File: config.mk
export PLATFORM = sky130hd
export DESIGN_NAME = alu_divider
export DESIGN_NICKNAME = d
export VERILOG_FILES = /design/src/rtl/alu_divider_pkg.sv /design/src/rtl/alu_divider_div_step.sv /design/src/rtl/alu_divider.sv
export SDC_FILE = /design/constraint.sdc
export NUM_CORES = 1
export LEC_CHECK = 0
export BUFFER_PORTS_ARGS = -buffer_cell sky130_fd_sc_hd__buf_2
export CORE_MARGIN = 10
export CORE_UTILIZATION = 55
export DETAILED_ROUTE_END_ITERATION = 8
export PLACE_DENSITY_LB_ADDON = 0.05
export SLEW_MARGIN = 20
export SYNTH_ARGS = -nofsm -noshare
export SYNTH_HDL_FRONTEND = slang
export SYNTH_SLANG_ARGS = --single-unit
File: constraint.sdc
create_clock -name clock -period 3.8 [get_ports clock]
set_input_delay 0.76 -clock clock [delete_from_list [all_inputs] [get_ports clock]]
set_output_delay 0.76 -clock clock [all_outputs]
set_load 0.005 [all_outputs]
File: src/rtl/alu_divider_pkg.sv
// alu_divider_pkg: shared state encoding, default width and ALU opcodes for the divider
package alu_divider_pkg;
  localparam int WIDTH_DEF = 16;
  localparam logic [4:0] ALU_DIV_U = 5'h10;
  localparam logic [4:0] ALU_DIV_S = 5'h11;
  typedef enum logic [1:0] {IDLE, DIVIDE, FIXUP, DONE} state_t;
  function automatic logic [4:0] alu_code(input logic is_signed);
    return is_signed ? ALU_DIV_S : ALU_DIV_U;
  endfunction
endpackage

File: src/rtl/alu_divider_div_step.sv
// alu_divider_div_step: one restoring shift/trial-subtract step producing one quotient bit
module alu_divider_div_step #(
  parameter int WIDTH = 16
) (
  input  logic [WIDTH-1:0] rem,
  input  logic             bit_in,
  input  logic [WIDTH-1:0] dvs,
  output logic [WIDTH-1:0] rem_nx,
  output logic             q_bit
);
  logic [WIDTH:0] sh;
  assign sh = {rem, bit_in};
  assign q_bit = sh >= {1'b0, dvs};
  assign rem_nx = q_bit ? WIDTH'(sh - {1'b0, dvs}) : sh[WIDTH-1:0];
endmodule

File: src/rtl/alu_divider.sv
// alu_divider: multi-cycle restoring divider, unsigned/signed, truncating, with ALU-style flags
module alu_divider
  import alu_divider_pkg::*;
#(
  parameter int WIDTH = WIDTH_DEF
) (
  input  logic             clock,
  input  logic             reset_n,
  input  logic             start,
  input  logic             signed_op,
  input  logic [WIDTH-1:0] dividend,
  input  logic [WIDTH-1:0] divisor,
  output logic             busy,
  output logic             done,
  output logic [WIDTH-1:0] quotient,
  output logic [WIDTH-1:0] remainder,
  output logic             zero_out,
  output logic             negative_out,
  output logic             overflow_out,
  output logic             carry_out
);
  localparam int CW = $clog2(WIDTH);
  state_t state, state_nx;
  logic [4:0] op;
  logic [WIDTH-1:0] a_q, b_q, dq, rem, dvs, rem_nx, q_fin, r_fin, mag_a, mag_b;
  logic [CW-1:0] cnt;
  logic q_bit, sgn, accept, div0, ovf_fin;
  assign sgn = op == ALU_DIV_S;
  assign accept = state == IDLE && start;
  assign div0 = divisor == '0;
  assign carry_out = 1'b0;
  assign mag_a = (signed_op && dividend[WIDTH-1]) ? -dividend : dividend;
  assign mag_b = (signed_op && divisor[WIDTH-1]) ? -divisor : divisor;
  // In IDLE the only way into DONE is the divide-by-zero bypass, so the live inputs are the result
  assign q_fin = state == IDLE ? '1 : (sgn && (a_q[WIDTH-1] ^ b_q[WIDTH-1])) ? -dq : dq;
  assign r_fin = state == IDLE ? dividend : (sgn && a_q[WIDTH-1]) ? -rem : rem;
  assign ovf_fin = state == IDLE ||
                   (sgn && a_q == {1'b1, {(WIDTH-1){1'b0}}} && b_q == '1);
  alu_divider_div_step #(.WIDTH(WIDTH)) u_step (
    .rem    (rem),
    .bit_in (dq[WIDTH-1]),
    .dvs    (dvs),
    .rem_nx (rem_nx),
    .q_bit  (q_bit)
  );
  always_comb begin
    state_nx = state;
    case (state)
      IDLE:    state_nx = !start ? IDLE : div0 ? DONE : DIVIDE;
      DIVIDE:  state_nx = cnt == '0 ? FIXUP : DIVIDE;
      FIXUP:   state_nx = DONE;
      default: state_nx = IDLE;
    endcase
  end
  always_ff @(posedge clock or negedge reset_n)
    if (!reset_n) state <= IDLE;
    else state <= state_nx;
  always_ff @(posedge clock or negedge reset_n) begin
    if (!reset_n) begin
      busy <= 1'b0;
      done <= 1'b0;
      quotient <= '0;
      remainder <= '0;
      zero_out <= 1'b0;
      negative_out <= 1'b0;
      overflow_out <= 1'b0;
      op <= '0;
      a_q <= '0;
      b_q <= '0;
      dq <= '0;
      rem <= '0;
      dvs <= '0;
      cnt <= '0;
    end else begin
      busy <= state_nx == DIVIDE || state_nx == FIXUP;
      done <= state_nx == DONE;
      if (accept) begin
        op <= alu_code(signed_op);
        a_q <= dividend;
        b_q <= divisor;
        dq <= mag_a;
        dvs <= mag_b;
        rem <= '0;
        cnt <= CW'(WIDTH - 1);
      end
      if (state == DIVIDE) begin
        rem <= rem_nx;
        dq <= {dq[WIDTH-2:0], q_bit};
        cnt <= cnt - 1'b1;
      end
      if (state_nx == DONE) begin
        quotient <= q_fin;
        remainder <= r_fin;
        zero_out <= q_fin == '0;
        negative_out <= q_fin[WIDTH-1];
        overflow_out <= ovf_fin;
      end
    end
  end
endmodule

Word-level counts from Yosys, hierarchy flattened:

Cells that the tools add are included.

* register bits: 128
* input port bits: 36
* output and inout bits: 38
* word-level logic and storage cells: 63

* add/sub/neg operators: 6
* order comparisons: 1
* equality and inequality tests: 8
* mux-type cells: 18
* bitwise logic cells: 1
* reduce and logical (&&, ||, !) cells: 14

Operators with widths (count)
* $mux 16: 11
* $neg 16->16: 4
* $eq 16x16->1 const B: 2
* $logic_not 16->1: 2
* $ge 17x16->1: 1
* $sub 16x16->16: 1
* $mux 4: 2
* $logic_and 1x1->1: 7
* $eq 2x2->1 const B: 3
* $mux 2: 3
* $pmux 2 s3: 1
* $eq 5x5->1 const B: 1
* $eq 2x1->1 const B: 2
* $logic_not 4->1: 1
* $sub 4x1->4 const B: 1
* $logic_not 2->1: 1
* $logic_or 1x1->1: 2
* $reduce_bool 2->1: 1
* $mux 1: 1
* $xor 1x1->1: 1

Depth between registers and ports, before layout:

Gate-level depths: netlist of run 1.

* word-level depth: 6
* gate-level depth with buffers: 13
* depth with buffers taken out: 13

By module:

Synthesis of run 1 repeated with hierarchy kept, for this count alone.

* cell total of the unflattened synthesis: 874
* area total of the unflattened synthesis: 7536.0 um2

Modules (own cells, without submodules)
* alu_divider: times used 1, cells each 718, area an instance 6371.1 um2, sequential area each 3078.0 um2
* alu_divider_div_step: times used 1, cells each 156, area an instance 1164.9 um2, sequential area each 0.0 um2

Least setup slack after synthesis of run 1:

OpenSTA, ideal clock, no wires.

* path kind: input to register
* start point: in divisor[2]
* end point: reg overflow_out
* library setup time: 121 ps
* arrival time: 3249 ps
* required time: 3679 ps
* slack: 430 ps
* cell stages on the path: 10
* path buffers: 1
* cells stage by stage: nor4_1 > nand2_1 > or4_1 > nor4_1 > nand4b_1 > a22oi_1 > ha_1 > buf_1 > nand2_1 > o22a_1

* word-level cells in the longest chain between the ends: 5

RTL lines
* start, declared: line alu_divider.sv:12 `input logic [WIDTH-1:0] divisor,`
* $logic_not 16->1: line alu_divider.sv:30 `assign div0 = divisor == '0;`
* $mux 2 (2 in series): line alu_divider.sv:49 `IDLE: state_nx = !start ? IDLE : div0 ? DONE : DIVIDE;`
* $pmux 2 s3: line alu_divider.sv:48 `case (state)`
* named net state_nx[1]: line alu_divider.sv:23 `state_t state, state_nx;`
* $eq 2x2->1: line alu_divider.sv:91 `if (state_nx == DONE) begin`
* end signal, assigned: line alu_divider.sv:96 `overflow_out <= ovf_fin;`
* end, declared: line alu_divider.sv:19 `output logic overflow_out,`

The timed path passes the listed nets, and every way through them passes these cells.
A chain may end at the register's enable or synchronous reset.

Worst setup path in the final report of run 1:

* start point: in divisor[2]
* end point: reg quotient[2]

* word-level cells in the longest chain between the ends: 5

RTL lines
* $logic_not 16->1: line alu_divider.sv:30
* $mux 2 (2 in series): line alu_divider.sv:49
* $pmux 2 s3: line alu_divider.sv:48
* named net state_nx[1]: line alu_divider.sv:23
* $eq 2x2->1: line alu_divider.sv:91
* end signal, assigned: line alu_divider.sv:92 `quotient <= q_fin;`
* end, declared: line alu_divider.sv:15 `output logic [WIDTH-1:0] quotient,`

The timed path passes the listed nets, and every way through them passes these cells.

==> results of run 1 <==
## area by class of cell
cell class / count / area [um^2] / area share [%]
clock buffer: 21 / 460 / 5.53
multi-input combinational: 638 / 3880 / 46.6
inverter: 32 / 120 / 1.44
clock inverter: 10 / 118 / 1.41
tap: 176 / 220 / 2.65
timing repair buffer: 82 / 450 / 5.41
sequential: 123 / 3080 / 37.0
## cell families (layout without fill, tap and decap cells)
family,Yosys count,count (layout),share of synthesized area (%)
and+or+nand+nor,319,319,19.7
AOI/OAI and AO/OA,199,199,16.8
xor gates and xnor gates,70,70,8.38
DFF,123,123,42.1
adders and majority gates,23,23,4.04
muxes,26,26,3.76
buffers and inverters,82,145,5.13
other,1,1,0.0513
## how the worst max path moves through the flow
stage          slack, ps      endpoint        from  cells after the start
2_1_floorplan        430  overflow_out  divisor[2]                     10
3_3_place_gp          50   quotient[4]  divisor[2]                     12
3_5_place_dp         -70   quotient[3]  divisor[2]                     12
4_1_cts              350   quotient[3]  divisor[2]                     12
5_1_grt               30   quotient[3]  divisor[2]                     12
6_report             350   quotient[2]  divisor[2]                     12
## routing by layer
metal  routed length (um)  up-vias  global-route usage (%)
met5                    0        -                       0
met4                  290        0                    6.28
met3                 1090       31                    4.86
met2                 9240      172                    33.9
met1                 9070     3045                    29.6
li1                     -     3033                       -
## power by group
group / switching (W) / leakage, nW / internal (W)
Clock: 0.000585 / 0.272 / 0.000995
Combinational: 0.00250 / 1.95 / 0.00184
Sequential: 0.000590 / 1.49 / 0.00196
Total: 0.00368 / 3.71 / 0.00479
## state kept, by name, summed over array words and instances, names as in the netlist
register,cells
remainder,16
zero_out,1
a_q,16
done,1
busy,1
rem,16
state,2
quotient,16
op,2
dq,16
cnt,4
dvs,15
b_q,16
overflow_out,1
## critical path, stage by stage
cell	delay, ps
buf_2	140
nor4_1	370
nand2_1	140
or4_1	430
nor4_1	190
buf_4	170
nand4b_1	170
a22oi_1	280
ha_2	220
buf_4	380
nand2_1	240
o22a_1	240
## cell usage after synthesis, drive strengths merged (2+ instances only)
library cell	number	area share, %
nor4	17	1.5
or2	3	0.26
xor2	29	3.5
o21ai	84	5.7
a21o	3	0.31
o41ai	7	0.94
buf	10	0.89
mux2	12	1.8
nand3b	3	0.31
a32oi	3	0.36
nand2	158	8.1
clkbuf	40	2.6
or4	5	0.62
a311oi	2	0.24
nor2b	4	0.34
a22oi	15	1.5
mux2i	14	1.9
nand3	18	1.2
nor3b	3	0.31
and3	6	0.51
and2	4	0.34
nand2b	6	0.51
xnor2	41	4.9
nor3	10	0.75
nor2	66	3.4
nor4b	3	0.36
a21oi	40	2.7
nand4	9	0.77
ha	22	3.8
dfrtp	123	42
o22a	6	0.72
inv	32	1.6
o22ai	3	0.26
a31oi	9	0.77
o31ai	10	1.1
o21a	5	0.51
a211oi	2	0.21
## metrics by stage
stage / area [um^2] / instances
after detailed placement: 7740 / 1051
after CTS: 8320 / 1082
after global routing: 8330 / 1082
final: 8330 / 1082
after global placement: 7740 / 1051
after floorplan: 7310 / 843
==> impl_metrics.tcl, run 1 <==
set metrics [dict create \
    status "complete, no violations" \
    tightest_slew_ps 850 \
    cts_made_buffers 17 \
    drive_gt1_share_pct 15.5 \
    hold-worst-slack_ps 318 \
    worstRegToRegCells 9 \
    hpwlAfterDp_um 14600 \
    synth_area_per_cell_um2 8.67 \
    dr.first_iter.drc_count 452 \
    final_common_cell "nand2_1" \
    netlist_area_um2 7310 \
    rsz0062_at_grt "false" \
    drcViolationCount 0 \
    final_cell_mix "nand2_1 (157), dfrtp_1 (123), o21ai_0 (84)" \
    yosys_warnings 0 \
    wl_per_cell_um 18.2 \
    fmax_mhz 290 \
    min_path_type "primary input to asynchronous set/reset pin" \
    final.min_clock_period_ps 3450 \
    maxCapViolCount 0 \
    die-area_um2 18300 \
    end_kind "flip-flop" \
    num_antenna_cells 0 \
    fin_crit_sh_pct 90.8 \
    n_fill_cell 1171 \
    final.setup_skew_ps 6.02 \
    final_hold_viol_count 0 \
    nets 953 \
    portBuffers 72 \
    r2r_end "rem[12]" \
    finalMaxSlewViolations 0 \
    postLayoutCoreUtil_pct 63.4 \
    cts_max_level 4 \
    fp-row-count 42 \
    p_total_w 0.00847 \
    viasPerCell 5.80 \
    criticalPathCategory "primary input to flip-flop" \
    async_reset_ff_share_pct 100 \
    post_cts_buffers 0 \
    synth_nets 902 \
    grt_usage_pct 21.7 \
    io_pins 74 \
    rrSetupSlack_ps 900 \
    worst-endpoint-arrival_ps 3750 \
    powerDensity_nw_per_um2 1020 \
    die_w_um 135 \
    cts-resized-gates 0 \
    ys_ff_latch 123 \
    ys_seq_area_share_pct 42.1 \
    syn2layout_area_growth_pct 13.9 \
    dp_worst_setup_slack_ps -74.4 \
    grt_pass1_wl_um 31800 \
    vias 6281 \
    first_pass_iters 5 \
    place.gp.congestion 0.885 \
    setup_slack_ps 349 \
    cts_tree "done" \
    critPathRequiredTime_ps 4100 \
    cts_root_buf "clkbuf_16" \
    grt_start_max_net_pins 92 \
    postCtsHoldBufs 0 \
    crit_path_max_fanout 40 \
    cts.path.max_buffers 2 \
    clk_pin_slew_worst_paths_ps 60 \
    tns_ps 0 \
    ant_nets 0 \
    ys.flop_type "dfrtp_1" \
    die_h_um 135 \
    synth_edf_count 0 \
    antenna_found_initial 0 \
    maxSlewHeadroom_pct 42.8 \
    start_util_pct 55.7 \
    peakVddDrop_uv 461 \
    clk_latency_ps 410 \
    power_leakage_nw 3.71 \
    finalSetupViolCount 0 \
    grt-ovfl-total 0 \
    r2r_start "rem[0]" \
    synth_cell_type_count 63 \
    grt_pass1_vias 6013 \
    cts_sinks 123 \
    start_kind "primary input" \
    wirelength_um 19700 \
    core_um2 13100 \
    synth_cells 843 \
]
(Power assumes the default switching activity.)
==> inputs of run 2 (changes only) <==
--- a/config.mk
+++ b/config.mk
@@ -10,6 +10,7 @@
 export CORE_UTILIZATION = 55
 export DETAILED_ROUTE_END_ITERATION = 8
 export PLACE_DENSITY_LB_ADDON = 0.05
+export RECOVER_POWER = 100
 export SLEW_MARGIN = 20
 export SYNTH_ARGS = -nofsm -noshare
 export SYNTH_HDL_FRONTEND = slang
==> run 2 against run 1 <==
  * The flow now finishes with violations (max-capacitance violations, max-slew violations)
  * Routed wire length shrank 0.16%
  * Largest power group unchanged
  * Register-to-register slack got worse by 600 ps
  * Design area down 0.98%
  * Critical path depth fell by 3
  * Sequential power is essentially flat
==> impl_metrics.tcl, run 2 (synthesis gave the netlist of run 1 again) <==
set metrics [dict create \
    wirelength_um 19600 \
    final_cell_mix "nand2_1 (158), dfrtp_1 (123), o21ai_0 (84)" \
    worst-endpoint-arrival_ps 3800 \
    min_path_type "flip-flop to flip-flop" \
    vias 6289 \
    postLayoutCoreUtil_pct 62.8 \
    nets 953 \
    core_um2 13100 \
    grt_usage_pct 21.7 \
    final.min_clock_period_ps 3500 \
    die_w_um 135 \
    cts_root_buf "clkbuf_16" \
    portBuffers 72 \
    rsz0062_at_grt "false" \
    start_kind "flip-flop" \
    powerDensity_nw_per_um2 1020 \
    fmax_mhz 285 \
    final.setup_skew_ps 5.51 \
    grt-ovfl-total 0 \
    worstRegToRegCells 9 \
    num_antenna_cells 0 \
    antenna_found_initial 0 \
    dr.first_iter.drc_count 426 \
    end_kind "flip-flop" \
    cts.path.max_buffers 2 \
    grtUsageMet3_pct 4.86 \
    met2_usage_pct 33.9 \
    start_util_pct 55.7 \
    hold-worst-slack_ps 476 \
    fp-row-count 42 \
    clk_pin_slew_worst_paths_ps 50 \
    power_leakage_nw 3.62 \
    viasPerCell 5.81 \
    criticalPathCategory "flip-flop to flip-flop" \
    drcViolationCount 0 \
    seqCellArea_um2 3080 \
    final_hold_viol_count 0 \
    postCtsHoldBufs 0 \
    die-area_um2 18300 \
    status "complete, but fails checks" \
    cts-resized-gates 0 \
    clk_latency_ps 410 \
    fin_crit_sh_pct 92.2 \
    io_pins 74 \
    cts_tree "done" \
    violations "max-capacitance violations, max-slew violations" \
    finalMaxSlewViolations 133 \
    final_common_cell "nand2_1" \
    grt_util_met1_pct 29.6 \
    hold_depth 1 \
    syn2layout_area_growth_pct 12.7 \
    grt_start_max_net_pins 92 \
    top_usage_layer "met2" \
    hpwlAfterDp_um 14600 \
    crit_path_max_fanout 9 \
    maxCapViolCount 2 \
    cts_max_level 4 \
    place.gp.congestion 0.885 \
    maxSlewHeadroom_pct -52.4 \
    post_cts_buffers 0 \
    cts_sinks 123 \
    grt_pass1_vias 6013 \
    finalSetupViolCount 0 \
    grt_pass1_wl_um 31800 \
    wl_per_cell_um 18.2 \
    first_pass_iters 5 \
    peakVddDrop_uv 461 \
    critPathRequiredTime_ps 4090 \
    cts_made_buffers 17 \
    n_fill_cell 1201 \
    tightest_slew_ps 2290 \
    ant_nets 0 \
    die_h_um 135 \
    multi_input_area_um2 3850 \
    drive_gt1_share_pct 11.4 \
]
==> run 2: cell types whose count changed in the layout (fill, tap and decap cells not counted), sizes merged <==
cell,delta
clkbuf,+36
buf,-36
==> run 2: final timing paths <==
| kind | startpoint | to | slack, ps |
|---|---|---|---|
| setup / recovery | rem[0] | rem[14] | 300 |
| hold / removal | cnt[3] | cnt[3] | 480 |
| hold reg to reg | cnt[3] | cnt[3] | 480 |
| setup reg to reg | rem[0] | rem[14] | 300 |
| max in group asynchronous | reset_n | rem[6] | 1460 |
| min in group asynchronous | reset_n | rem[10] | 1020 |
==> run 2: per-layer routing <==
metal / vias up / wire [um] / share of wire, %
li1: 3033 / - / -
met5: - / 0 / 0
met3: 27 / 1270 / 6.5
met2: 185 / 9150 / 47
met4: 0 / 284 / 1.4
met1: 3044 / 8950 / 46
==> run 2: final cells by class <==
| type | count | area share (%) |
|---|---|---|
| Multi-Input combinational cell | 638 | 46.7 |
| Clock inverter | 10 | 1.43 |
| Tap cell | 176 | 2.67 |
| Clock buffer | 21 | 5.59 |
| Sequential cell | 123 | 37.3 |
| Inverter | 32 | 1.46 |
| Timing Repair Buffer | 82 | 4.81 |
==> run 2: worst max-delay path, stage by stage, from the launching register on <==
cell      delay (ps)
dfrtp_1          480
ha_1             350
nor2b_1          150
o2111a_1         240
o311ai_0         900
a21oi_1          260
a41oi_1          350
clkbuf_2         270
nor4_1            90
a311o_1          300
==> run 2: stage by stage <==
step | TNS [ps] | cell area, um^2 | power, W | setup slack (ps) | cells
floorplan | 0 | 7310 | 0.00570 | 430 | 843
global placement | 0 | 7740 | 0.00674 | 49.9 | 1051
detailed placement | -413 | 7740 | 0.00688 | -74.4 | 1051
CTS | 0 | 8320 | 0.00849 | 354 | 1082
global route | 0 | 8240 | 0.00910 | 24.3 | 1082
finish | 0 | 8240 | 0.00838 | 297 | 1082
==> run 2: power by group <==
group,internal [W],switching [W],leakage (nW)
clock network,0.000995,0.000584,0.272
registers,0.00196,0.000592,1.49
logic,0.00178,0.00248,1.86
total,0.00473,0.00365,3.62
==> inputs of run 3 (changes only) <==
--- a/config.mk
+++ b/config.mk
@@ -11,6 +11,7 @@
 export DETAILED_ROUTE_END_ITERATION = 8
 export PLACE_DENSITY_LB_ADDON = 0.05
 export RECOVER_POWER = 100
+export REMOVE_ABC_BUFFERS = 1
 export SLEW_MARGIN = 20
 export SYNTH_ARGS = -nofsm -noshare
 export SYNTH_HDL_FRONTEND = slang
==> run 3 against run 2 <==
  * The flow still finishes with violations (max-capacitance violations, max-slew violations)
  * Design area down 0.39%
  * Register-to-register slack better by 170 ps
  * Clock-buffer cell count down 3
  * Clock skew up 6.8 ps
  * Die area unchanged
  * Cell count up 0.28%
  * Clock power down 9%
  * Critical path depth up 5
  * Combinational power up 1%
  * Non-clock buffer count up 2
  * Via count up 0.32%
  * Critical path type is now primary input to flip-flop
  * Largest power group unchanged
==> impl_metrics.tcl, run 3 (synthesis gave the netlist of run 1 again) <==
set metrics [dict create \
    status "complete, but fails checks" \
    violations "max-capacitance violations, max-slew violations" \
    first_pass_iters 5 \
    tightest_slew_ps 2840 \
    powerDensity_nw_per_um2 1010 \
    viasPerCell 5.81 \
    multi_input_area_um2 3860 \
    dp_worst_setup_slack_ps 79.3 \
    endpoint "zero_out" \
    die_h_um 135 \
    postCtsHoldBufs 0 \
    hpwlAfterDp_um 14700 \
    die-area_um2 18300 \
    fin_area_um2 8210 \
    cts_made_buffers 17 \
    cts_max_level 4 \
    r2r_start "rem[0]" \
    p_int_w 0.00460 \
    r2r_end "rem[14]" \
    nets 955 \
    swShare_pct 44.4 \
    p_clk_share_pct 17.3 \
    ant_nets 0 \
    clk_pin_slew_worst_paths_ps 50 \
    wirelength_um 19700 \
    core_um2 13100 \
    rrSetupSlack_ps 470 \
    worstRegToRegCells 9 \
    start_util_pct 55.7 \
    antenna_found_initial 0 \
    vias 6309 \
    maxCapViolCount 1 \
    cts_tree "done" \
    final_cell_mix "nand2_1 (158), dfrtp_1 (123), o21ai_0 (84)" \
    grt_usage_pct 22.0 \
    post_cts_buffers 0 \
    postLayoutCoreUtil_pct 62.5 \
    fp-row-count 42 \
    hold-worst-slack_ps 474 \
    worst-endpoint-arrival_ps 3730 \
    grt_pass1_wl_um 32400 \
    criticalPathCategory "primary input to flip-flop" \
    io_pins 74 \
    min_path_type "flip-flop to flip-flop" \
    crit_path_max_fanout 6 \
    final.setup_skew_ps 12.3 \
    num_antenna_cells 0 \
    netSwitchingPower_w 0.00367 \
    portBuffers 72 \
    die_w_um 135 \
    end_kind "flip-flop" \
    wl_per_cell_um 18.1 \
    cts.path.max_buffers 2 \
    grt-ovfl-total 0 \
    startpoint "divisor[2]" \
    placed_area_um2 7760 \
    final_common_cell "nand2_1" \
    power_leakage_nw 3.62 \
    cts_sinks 123 \
    n_fill_cell 1196 \
    cts-resized-gates 0 \
    finalSetupViolCount 0 \
    final_hold_viol_count 0 \
    maxSlewHeadroom_pct -89.6 \
    fmax_mhz 294 \
    rsz0062_at_grt "false" \
    setup_slack_ps 403 \
    drive_gt1_share_pct 12.2 \
    seqPwrFrac_pct 30.8 \
    grt_start_max_net_pins 60 \
    clk_latency_ps 420 \
    tns_ps 0 \
    drcViolationCount 0 \
    peakVddDrop_uv 486 \
    seqCellArea_um2 3080 \
    fin_crit_sh_pct 89.4 \
    grt_pass1_vias 6469 \
    finalMaxSlewViolations 54 \
    start_kind "primary input" \
    pwr-share-comb_pct 51.9 \
    place.gp.congestion 0.886 \
    dr.first_iter.drc_count 414 \
    syn2layout_area_growth_pct 12.3 \
    final.min_clock_period_ps 3400 \
    critPathRequiredTime_ps 4130 \
    cts_root_buf "clkbuf_16" \
]
-- run 3: cell count changes in the layout (fill, tap and decap cells not counted), sizes merged --
| cell | before | now |
|---|---|---|
| clkinv | 3 | 11 |
| bufinv | 2 | 0 |
| clkbuf | 57 | 52 |
| clkinvlp | 4 | 3 |
| buf | 46 | 50 |
| inv | 33 | 32 |
-- run 3: layout make-up --
| type | count | share of cell area [%] |
|---|---|---|
| clock buffers | 18 | 5.35 |
| clock inverters | 14 | 0.990 |
| inverters | 32 | 1.46 |
| multi-input cells | 638 | 47.0 |
| flip-flops and latches | 123 | 37.5 |
| well taps | 176 | 2.68 |
| repair buffers | 84 | 5.01 |
-- run 3: worst min path at each step --
stage,depth (start not counted),end,slack [ps],from
6_report,2,a_q[9],470,a_q[9]
2_1_floorplan,2,b_q[4],450,b_q[4]
4_1_cts,1,dq[12],400,reset_n
3_3_place_gp,1,cnt[3],460,cnt[3]
3_5_place_dp,2,a_q[9],460,a_q[9]
5_1_grt,2,a_q[13],500,a_q[13]
-- run 3: critical path: stages --
cell and delay, ps:
clkbuf_1 140, nor4_1 410, nand2_1 150, or4_1 460, nor4_1 190, clkbuf_1 190, nand4b_1 140, a22oi_1 270
ha_2 270, and3_1 180, o21ai_0 90, nor4_1 180, nand4_1 140, o31ai_2 180
-- run 3: per-layer routing --
metal  wire, um  track usage [%]
met3        785             4.08
met4        606             9.75
met2      10200             39.3
met5          0                0
met1       8110             25.0
-- run 3: power groups by stage --
stage | logic [W] | registers [W] | clock network [W]
5_1_grt | 0.00486 | 0.00263 | 0.00150
2_1_floorplan | 0.00315 | 0.00240 | 0
3_3_place_gp | 0.00422 | 0.00252 | 0
6_report | 0.00430 | 0.00255 | 0.00143
3_5_place_dp | 0.00434 | 0.00255 | 0
4_1_cts | 0.00436 | 0.00253 | 0.00144
-- run 3: stage by stage --
stage	power [W]	cells
4_1_cts	0.00834	1085
2_1_floorplan	0.00555	793
3_5_place_dp	0.00689	1053
3_3_place_gp	0.00674	1053
5_1_grt	0.00900	1085
6_report	0.00827	1085
